$ cat src/rtl/fifo_pkg.sv
// Shared types and sizing helpers for the flagged synchronous FIFO and its VIP agents.
package fifo_pkg;

  typedef enum logic [0:0] {
    FIFO_STD  = 1'b0,
    FIFO_FWFT = 1'b1
  } fifo_mode_e;

  typedef struct packed {
    logic full;
    logic empty;
    logic almost_full;
    logic almost_empty;
    logic overflow;
    logic underflow;
  } fifo_status_t;

  // Status after reset: nothing stored, no errors latched.
  localparam fifo_status_t StatusRst = '{
    full:         1'b0,
    empty:        1'b1,
    almost_full:  1'b0,
    almost_empty: 1'b1,
    overflow:     1'b0,
    underflow:    1'b0
  };

  function automatic int unsigned cnt_w(input int unsigned entries);
    return $clog2(entries + 1);
  endfunction

  function automatic int unsigned ptr_w(input int unsigned entries);
    return (entries > 1) ? $clog2(entries) : 1;
  endfunction

endpackage

$ cat src/rtl/fifoif.sv
// FIFO handshake bundle: push/pull data path plus occupancy, threshold and error status.
interface fifoif #(
  parameter int unsigned busw    = 32,
  parameter int unsigned entries = 31
) ();
  import fifo_pkg::*;

  localparam int unsigned CntW = cnt_w(entries);

  logic            push;
  logic [busw-1:0] datain;
  logic            pull;
  logic [busw-1:0] dataout;
  logic            full;
  logic            empty;
  logic            almost_full;
  logic            almost_empty;
  logic [CntW-1:0] count;
  logic            overflow;
  logic            underflow;
  logic            err_clr;

  function automatic fifo_status_t status();
    return '{
      full:         full,
      empty:        empty,
      almost_full:  almost_full,
      almost_empty: almost_empty,
      overflow:     overflow,
      underflow:    underflow
    };
  endfunction

  // FIFO side.
  modport fif (
    input  push, datain, pull, err_clr,
    output dataout, full, empty, almost_full, almost_empty, count, overflow, underflow
  );

  // Producer/consumer agent side.
  modport agent (
    output push, datain, pull, err_clr,
    input  dataout, full, empty, almost_full, almost_empty, count, overflow, underflow,
    import status
  );

endinterface

$ cat src/rtl/fifo_mem.sv
// FIFO storage: entries x busw registers, one synchronous write port, one asynchronous read port.
module fifo_mem
  import fifo_pkg::*;
#(
  parameter int unsigned busw    = 32,
  parameter int unsigned entries = 31,
  localparam int unsigned PtrW   = ptr_w(entries)
) (
  input  logic            clk,
  input  logic            we_i,
  input  logic [PtrW-1:0] waddr_i,
  input  logic [busw-1:0] wdata_i,
  input  logic [PtrW-1:0] raddr_i,
  output logic [busw-1:0] rdata_o
);

  // Contents are deliberately left out of reset.
  logic [busw-1:0] mem_q [entries];

  always_ff @(posedge clk) begin
    if (we_i) begin
      mem_q[waddr_i] <= wdata_i;
    end
  end

  assign rdata_o = mem_q[raddr_i];

endmodule

$ cat src/rtl/fifo_sync_flags.sv
// Single-clock FIFO with occupancy count, programmable almost flags, sticky error flags
// and a selectable registered or first-word-fall-through read port.
module fifo_sync_flags
  import fifo_pkg::*;
#(
  parameter int unsigned busw      = 32,
  parameter int unsigned entries   = 31,
  parameter int unsigned af_thresh = entries - 4,
  parameter int unsigned ae_thresh = 4,
  parameter int unsigned fwft      = 0
) (
  input logic clk,
  input logic rst,
  fifoif.fif  bus
);

  localparam int unsigned CntW    = cnt_w(entries);
  localparam int unsigned PtrW    = ptr_w(entries);
  localparam fifo_mode_e  Mode    = (fwft != 0) ? FIFO_FWFT : FIFO_STD;
  localparam logic [PtrW-1:0] PtrLast = PtrW'(entries - 1);
  localparam logic [CntW-1:0] CntFull = CntW'(entries);
  localparam logic [CntW-1:0] AfLevel = CntW'(af_thresh);
  localparam logic [CntW-1:0] AeLevel = CntW'(ae_thresh);

  logic [PtrW-1:0] wr_ptr_q, wr_ptr_d;
  logic [PtrW-1:0] rd_ptr_q, rd_ptr_d;
  logic [CntW-1:0] count_q, count_d;
  fifo_status_t    status_q, status_d;
  logic            push_ok, pull_ok;
  logic [busw-1:0] rdata;

  // Explicit wrap so non-power-of-two depths work.
  function automatic logic [PtrW-1:0] ptr_inc(input logic [PtrW-1:0] p);
    return (p == PtrLast) ? '0 : p + 1'b1;
  endfunction

  assign push_ok = bus.push & ~status_q.full;
  assign pull_ok = bus.pull & ~status_q.empty;

  always_comb begin
    wr_ptr_d = push_ok ? ptr_inc(wr_ptr_q) : wr_ptr_q;
    rd_ptr_d = pull_ok ? ptr_inc(rd_ptr_q) : rd_ptr_q;

    count_d = count_q;
    case ({push_ok, pull_ok})
      2'b10:   count_d = count_q + 1'b1;
      2'b01:   count_d = count_q - 1'b1;
      default: count_d = count_q;
    endcase

    status_d.full         = (count_d == CntFull);
    status_d.empty        = (count_d == '0);
    status_d.almost_full  = (count_d >= AfLevel);
    status_d.almost_empty = (count_d <= AeLevel);
    // A fresh error beats a coincident clear.
    status_d.overflow     = (bus.push & status_q.full) | (status_q.overflow & ~bus.err_clr);
    status_d.underflow    = (bus.pull & status_q.empty) | (status_q.underflow & ~bus.err_clr);
  end

  always_ff @(posedge clk) begin
    if (rst) begin
      wr_ptr_q <= '0;
      rd_ptr_q <= '0;
      count_q  <= '0;
      status_q <= StatusRst;
    end else begin
      wr_ptr_q <= wr_ptr_d;
      rd_ptr_q <= rd_ptr_d;
      count_q  <= count_d;
      status_q <= status_d;
    end
  end

  fifo_mem #(
    .busw    (busw),
    .entries (entries)
  ) u_mem (
    .clk     (clk),
    .we_i    (push_ok),
    .waddr_i (wr_ptr_q),
    .wdata_i (bus.datain),
    .raddr_i (rd_ptr_q),
    .rdata_o (rdata)
  );

  if (Mode == FIFO_STD) begin : g_std
    logic [busw-1:0] dout_q;

    always_ff @(posedge clk) begin
      if (rst) begin
        dout_q <= '0;
      end else if (pull_ok) begin
        dout_q <= rdata;
      end
    end

    assign bus.dataout = dout_q;
  end else begin : g_fwft
    // Head word is shown as soon as it is stored; zero while nothing is held.
    assign bus.dataout = status_q.empty ? '0 : rdata;
  end

  assign bus.full         = status_q.full;
  assign bus.empty        = status_q.empty;
  assign bus.almost_full  = status_q.almost_full;
  assign bus.almost_empty = status_q.almost_empty;
  assign bus.overflow     = status_q.overflow;
  assign bus.underflow    = status_q.underflow;
  assign bus.count        = count_q;

endmodule

$ cat src/flat_wrapper.sv
// flat-port wrapper written by rule: the top's interface ports become plain ports
module fifo_sync_flags_flat import fifo_pkg::*;
#(
  parameter int unsigned busw      = 32,
  parameter int unsigned entries   = 31,
  parameter int unsigned af_thresh = entries - 4,
  parameter int unsigned ae_thresh = 4,
  parameter int unsigned fwft      = 0
)
  (clk, rst, bus_push, bus_datain, bus_pull, bus_err_clr, bus_dataout, bus_full, bus_empty, bus_almost_full, bus_almost_empty, bus_count, bus_overflow, bus_underflow);
  fifoif #(.busw(busw), .entries(entries)) bus_i ();
  input logic clk;
  input logic rst;
  input wire logic [$bits(bus_i.push)-1:0] bus_push;
  input wire logic [$bits(bus_i.datain)-1:0] bus_datain;
  input wire logic [$bits(bus_i.pull)-1:0] bus_pull;
  input wire logic [$bits(bus_i.err_clr)-1:0] bus_err_clr;
  output wire logic [$bits(bus_i.dataout)-1:0] bus_dataout;
  output wire logic [$bits(bus_i.full)-1:0] bus_full;
  output wire logic [$bits(bus_i.empty)-1:0] bus_empty;
  output wire logic [$bits(bus_i.almost_full)-1:0] bus_almost_full;
  output wire logic [$bits(bus_i.almost_empty)-1:0] bus_almost_empty;
  output wire logic [$bits(bus_i.count)-1:0] bus_count;
  output wire logic [$bits(bus_i.overflow)-1:0] bus_overflow;
  output wire logic [$bits(bus_i.underflow)-1:0] bus_underflow;
  assign bus_i.push = bus_push;
  assign bus_i.datain = bus_datain;
  assign bus_i.pull = bus_pull;
  assign bus_i.err_clr = bus_err_clr;
  assign bus_dataout = bus_i.dataout;
  assign bus_full = bus_i.full;
  assign bus_empty = bus_i.empty;
  assign bus_almost_full = bus_i.almost_full;
  assign bus_almost_empty = bus_i.almost_empty;
  assign bus_count = bus_i.count;
  assign bus_overflow = bus_i.overflow;
  assign bus_underflow = bus_i.underflow;
  fifo_sync_flags #(.busw(busw), .entries(entries), .af_thresh(af_thresh), .ae_thresh(ae_thresh), .fwft(fwft)) u_core (.clk(clk), .rst(rst), .bus(bus_i));
endmodule
$ cat config.mk
export PLATFORM = sky130hd
export DESIGN_NAME = fifo_sync_flags_flat
export DESIGN_NICKNAME = d
export VERILOG_FILES = /design/src/rtl/fifo_pkg.sv /design/src/rtl/fifoif.sv /design/src/rtl/fifo_mem.sv /design/src/rtl/fifo_sync_flags.sv /design/src/flat_wrapper.sv
export SDC_FILE = /design/constraint.sdc
export NUM_CORES = 1
export LEC_CHECK = 0
export ABC_AREA = 1
export BUFFER_PORTS_ARGS = -buffer_cell sky130_fd_sc_hd__buf_2
export CORE_ASPECT_RATIO = 1.75
export CORE_MARGIN = 2
export CORE_UTILIZATION = 35
export DETAILED_ROUTE_END_ITERATION = 10
export GPL_TIMING_DRIVEN = 0
export PLACE_DENSITY = 0.48
export RECOVER_POWER = 25
export SYNTH_ARGS = -nofsm -noshare
export SYNTH_HDL_FRONTEND = slang
export SYNTH_SLANG_ARGS = --single-unit
$ cat constraint.sdc
create_clock -name clk -period 3.2 [get_ports clk]
set_clock_uncertainty 0.1 [all_clocks]
set_input_delay 0.16 -clock clk [delete_from_list [all_inputs] [get_ports clk]]
set_output_delay 0.16 -clock clk [all_outputs]
set_load 0.005 [all_outputs]
# Word level (Yosys, flattened, before mapping)
# Memory sizes are Yosys's and may differ from the RTL's. A register that Yosys moved wholly into a read port is not among the register bits.
# Index checks and enable logic that the tools add are counted.
[totals]
ff_bits = 21
ramBits = 992
input_bits = 37
out_inout_bits = 43
n_memories = 1
[classes]
n_addsub = 4
n_lt_le_gt_ge = 2
n_eq_ne = 5
n_mux = 5
n_bitwise = 11
n_reduce_logical = 1
[memory_table]
columns = ["memory", "words", "width", "rd", "rd_clocked_by_memory_dff", "write_ports", "line", "source"]
rows = [
  ["u_core.u_mem.mem_q", 31, 32, 1, 1, 1, "fifo_mem.sv:18", "logic [busw-1:0] mem_q [entries];"],
]
[op_table]
columns = ["cell", "count"]
rows = [
  ["$add A5 B1 Y5 const B", 3],
  ["$eq A5 B5 Y1 const B", 3],
  ["$mux W5", 2],
  ["$pmux W5 S2", 1],
  ["$and A1 B1 Y1", 6],
  ["$ge A5 B5 Y1 const B", 1],
  ["$le A5 B3 Y1 const B", 1],
  ["$logic_not A5 Y1", 1],
  ["$sub A5 B1 Y5 const B", 1],
  ["$not A1 Y1", 3],
  ["$eq A2 B1 Y1 const B", 1],
  ["$eq A2 B2 Y1 const B", 1],
  ["$mux W1", 2],
  ["$or A1 B1 Y1", 2],
]

# Depth between registers and ports, before layout
[logic_depth]
depth_word = 5
depth_mapped = 15
ltp_nobuf = 15

# Modules after synthesis
# A second synthesis with hierarchy kept.
[hier_totals]
hier_cells = 3671
hier_area_um2 = 42250.5
[by_module_without_submodules]
columns = ["module", "n_inst", "cells_each", "area_each_um2", "seq_area_each_um2"]
rows = [
  ["fifo_mem", 1, 3380, 39999.6, 29788.6],
  ["fifo_sync_flags", 1, 291, 2250.9, 1061.0],
]

# Worst setup path before layout
# OpenSTA, ideal clock, no wires.
[synth_path]
path_kind = "register to register"
start = "register u_core.wr_ptr_q[1]"
end = "memory u_core.u_mem.mem_q[15][0] (enable)"
setup_time_ns = 0.463
t_arrival_ns = 2.895
required_ns = 2.637
setup_slack_ns = -0.258
stages_incl_launch_ff = 4
n_path_buf = 0
cell_sequence = "dfxtp_1 > ha_1 > inv_1 > nor3_1"
[synth_lines]
columns = ["element", "line", "source"]
rows = [
  ["from (decl)", "fifo_sync_flags.sv:25", "logic [PtrW-1:0] wr_ptr_q, wr_ptr_d;"],
  ["from (signal assigned)", "fifo_sync_flags.sv:67", "wr_ptr_q <= wr_ptr_d;"],
  ["to (decl)", "fifo_mem.sv:18", ""],
]
# No word-level cell before the write port.

==> impl_summary.log <==
[metrics] H-tree Lvls: 3
[metrics] Arr. time, crit path: 3720 ps
[metrics] Setup crit start kind: flip-flop
[metrics] fraction of registers with async set or reset after synthesis: 0%
[metrics] largest cells by area after synthesis: edfxtp_1 72%, nor2_1 5.8%, o21ai_0 5.1%
[metrics] Initial Utilization: 35.13%
[metrics] antenna violation net count after detailed routing: 0
[metrics] WS Path Type: reg -> reg
[metrics] minimum setup slack among reg-to-reg paths: 10 ps
[metrics] vias in the first global route: 27380
[metrics] Data required, critical path: 3730 ps
[metrics] HPWL after detailed placement: 111900 um
[metrics] cell chosen for the clock root: clkbuf_16
[metrics] area taken by flip-flops and latches: 0.03085 mm^2
[metrics] Avg Synthesized Cell Area: 12.40 um^2
[metrics] result of the run: complete, but fails checks
[metrics] failing checks: max-capacitance violations, max-slew violations
[metrics] Finish-stage setup viols: 0
[metrics] unrepaired setup endpoints after global routing: false
[metrics] most used cell, CP: nand3_1
[metrics] die footprint: 0.1212 mm^2
[metrics] clock buffer count from CTS: 94
[metrics] Synth cell types: 31
[metrics] first-pass GRT wire length: 215000 um
[metrics] number of max-slew violations in the final report: 576
[metrics] clock edge transition at the registers on the reported setup and hold paths: 70 ps
[metrics] worst-case vdd ir drop: 0.3398 mV
[metrics] count of synthesis-stage warnings from yosys: 0
[metrics] Synth Instances: 3339
[metrics] die extent in x: 264 um
[metrics] maximum number of pins on one net before global-route repair: 32
[metrics] class of the tightest hold or removal check: in -> reg
[metrics] leakage: 16.06 nW
[metrics] share of the core filled with cells in the final layout: 40.80%
[metrics] total power after layout: 33.33 mW
[metrics] area of the multi-input gates: 0.009493 mm^2
[metrics] largest buffer count on any clock path: 3
[metrics] final-layout worst hold slack: 24.00 ps
[metrics] number of max-capacitance violations reported: 18
[metrics] detail-routed via count per cell: 5.412
[metrics] peak per-stage delay on the critical path: 780 ps
[metrics] Slew headroom: -26.46%
[metrics] number of DRC violations after detailed-routing iteration 0: 2656
[metrics] ratio of cells with drive above 1 in the final layout: 10.43%
[metrics] worst setup timing slack at the placement stage: -133.7 ps
[metrics] antenna violations before repair: 6
[metrics] number of enable flip-flop cells after synthesis: 992
[metrics] post-layout instance count excluding filler cells: 5185
[metrics] Worst setup startpoint: u_core.rd_ptr_q[3]
[metrics] top-level I/O count: 80
[metrics] detailed-routing iteration count for the pre-antenna-repair pass: 8
[metrics] Period minus WS final: 3185 ps
[metrics] largest area contributor in the synthesized netlist: edfxtp_1
[metrics] area added between synthesis and finish: 16.13%
[metrics] proportion of synthesized chip area in sequential cells: 74.51%
[metrics] Post-layout nets: 3634
[metrics] total clock sinks: 1045
[metrics] slew at the pin closest to its max-slew limit: 1897 ps
[metrics] Core Area: 0.1178 mm^2
[metrics] most repeated cell in the gate-level netlist after synthesis: edfxtp_1
[metrics] maximum net fanout on the critical path: 10
[metrics] TNS Setup: 0 ps
[metrics] Layout fillers: 11250
[metrics] leading register cell type out of synthesis: edfxtp_1
[metrics] total standard cell area after synthesis: 0.04140 mm^2
[metrics] Final Cycle Share: 99.54%
[metrics] number of cells in the design after placement: 4978
[metrics] number of buffers inserted by post-CTS setup repair: 0
[metrics] power density cells: 693.2 mW/mm^2
[metrics] crit-path cells: inv_1, clkdlybuf4s15_1, clkbuf_1, nand3_1, nand2_1, nand3_1, a21oi_1
[metrics] Vert. Die Dim: 459 um
[metrics] Cell Area, Placed: 0.04470 mm^2
[metrics] Rows: 167
[metrics] critical path capture point type: flip-flop
[metrics] grt ovf: 0
[metrics] post-route setup slack: 14.85 ps
[metrics] Skew-Pair Late Insertion Delay: 720 ps
[metrics] post-route standard cell area excluding fillers: 0.04808 mm^2
[metrics] highest attainable clock frequency: 314.0 MHz
[metrics] DR WL/cell: 30.44 um
[metrics] number of design rule violations left after detail routing: 0
[metrics] number of cells traversed by the worst register-to-register path: 7
[metrics] total vias in the final route: 28060
[metrics] number of storage elements in the synthesis netlist: 1045
[metrics] All-Layer GR Usage: 25.75%
[metrics] share of the synthesized area in the top cell type: 71.94%
[metrics] Critical R2R Launch: u_core.rd_ptr_q[3]
[metrics] I/O Buffers: 78
[metrics] worst r2r dst: u_core.bus.dataout[21]
[metrics] Syn Nets: 3384
[metrics] total wire length: 157800 um
[metrics] final hold violation count: 0
[metrics] TritonCTS clock tree: yes
[metrics] Final GP Congestion: 0.8823
[metrics] Worst setup endpoint: u_core.bus.dataout[21]
[metrics] slowest cell on the critical path: clkdlybuf4s15_1
[metrics] Synth top cells by count: 992 x edfxtp_1, 642 x nor2_1, 421 x o21ai_0, 419 x nand2_1, 174 x nand3_1
[per-layer routing]
| metal | GRT usage [%] | share of wire [%] |
|---|---|---|
| met5 | 0 | 0.023 |
| met4 | 14.00 | 5.8 |
| met3 | 3.454 | 6.0 |
| met2 | 47.68 | 53 |
| met1 | 28.35 | 35 |
[power breakdown]
part	switching [mW]	internal (mW)
combinational	4.94	1.59
clock	5.22	6.27
sequential	0.133	15.2
[cells by family (layout without fill, tap and decap cells)]
logic type / after synthesis / after routing / share of synthesized area, %
AOI/OAI and AO/OA: 758 / 758 / 10.08
xor gates and xnor gates: 3 / 3 / 0.06347
adders and majority gates: 8 / 8 / 0.2418
buffers and inverters: 272 / 594 / 3.125
DFF: 1045 / 1045 / 74.51
other: 0 / 3 / 0
and+or+nand+nor: 1253 / 1253 / 11.98
[area by class of cell]
cell class                 instances  share of cell area [%]
timing repair buffer             155                   3.133
clock inverter                    46                  0.8899
tap                             1521                   3.958
inverter                          55                  0.4319
antenna                            3                 0.01561
buffer                           216                   2.285
sequential                      1045                   64.16
clock buffer                     122                   5.389
multi-input combinational       2022                   19.74
[worst min-delay path by stage]
stage,startpoint,to,slack [ps],cells after the start
after floorplan,bus_datain[0],u_core.u_mem.mem_q[0][0],160,0
after global placement,bus_err_clr,u_core.bus.overflow,320,4
after detailed placement,bus_err_clr,u_core.bus.overflow,330,4
after CTS,rst,u_core.wr_ptr_q[0],50,2
after global routing,rst,u_core.wr_ptr_q[0],70,2
final,rst,u_core.wr_ptr_q[0],20,2
[placed cells by master (no fill, tap or decap), types with 4 or more instances in the layout]
cell,count
nor2_4,29
o21ai_0,421
edfxtp_1,992
clkinvlp_4,4
buf_2,123
a21oi_1,117
dlygate4sd3_1,37
nor3_1,6
clkbuf_16,97
or2_2,4
clkinv_1,11
clkinv_2,20
o211ai_1,118
buf_4,25
o22ai_1,57
dfxtp_1,53
ha_1,8
bufinv_16,7
inv_1,51
nor2_1,614
o21ai_1,40
clkbuf_8,7
buf_1,7
nand3_1,174
buf_16,6
buf_6,18
clkbuf_1,141
buf_12,27
nand2_1,419
[registers in the layout (all words and copies together) (netlist names)]
name                     flops
u_core.bus.almost_full       1
u_core.rd_ptr_q              5
u_core.bus.dataout          32
u_core.wr_ptr_q              5
u_core.bus.full              1
u_core.bus.count             5
u_core.u_mem.mem_q         992
u_core.bus.empty             1
u_core.bus.overflow          1
u_core.bus.underflow         1
u_core.bus.almost_empty      1
[critical path: cells and delay by family, from the launching register on]
| kind | cells | cell delay, ps |
|---|---|---|
| AND/OR/NAND/NOR | 3 | 850 |
| AO/OA/AOI/OAI | 1 | 170 |
| flip-flops | 1 | 340 |
| buffers and inverters | 3 | 1620 |
[timing repair]
| action | CTS | global route |
|---|---|---|
| hold buffers | 37 | 0 |
| endpoints found under the hold margin | 874 | 0 |
| setup endpoints to repair | 5 | 7 |
| resized for setup | 1 | 8 |
(Power assumes the default switching activity.)
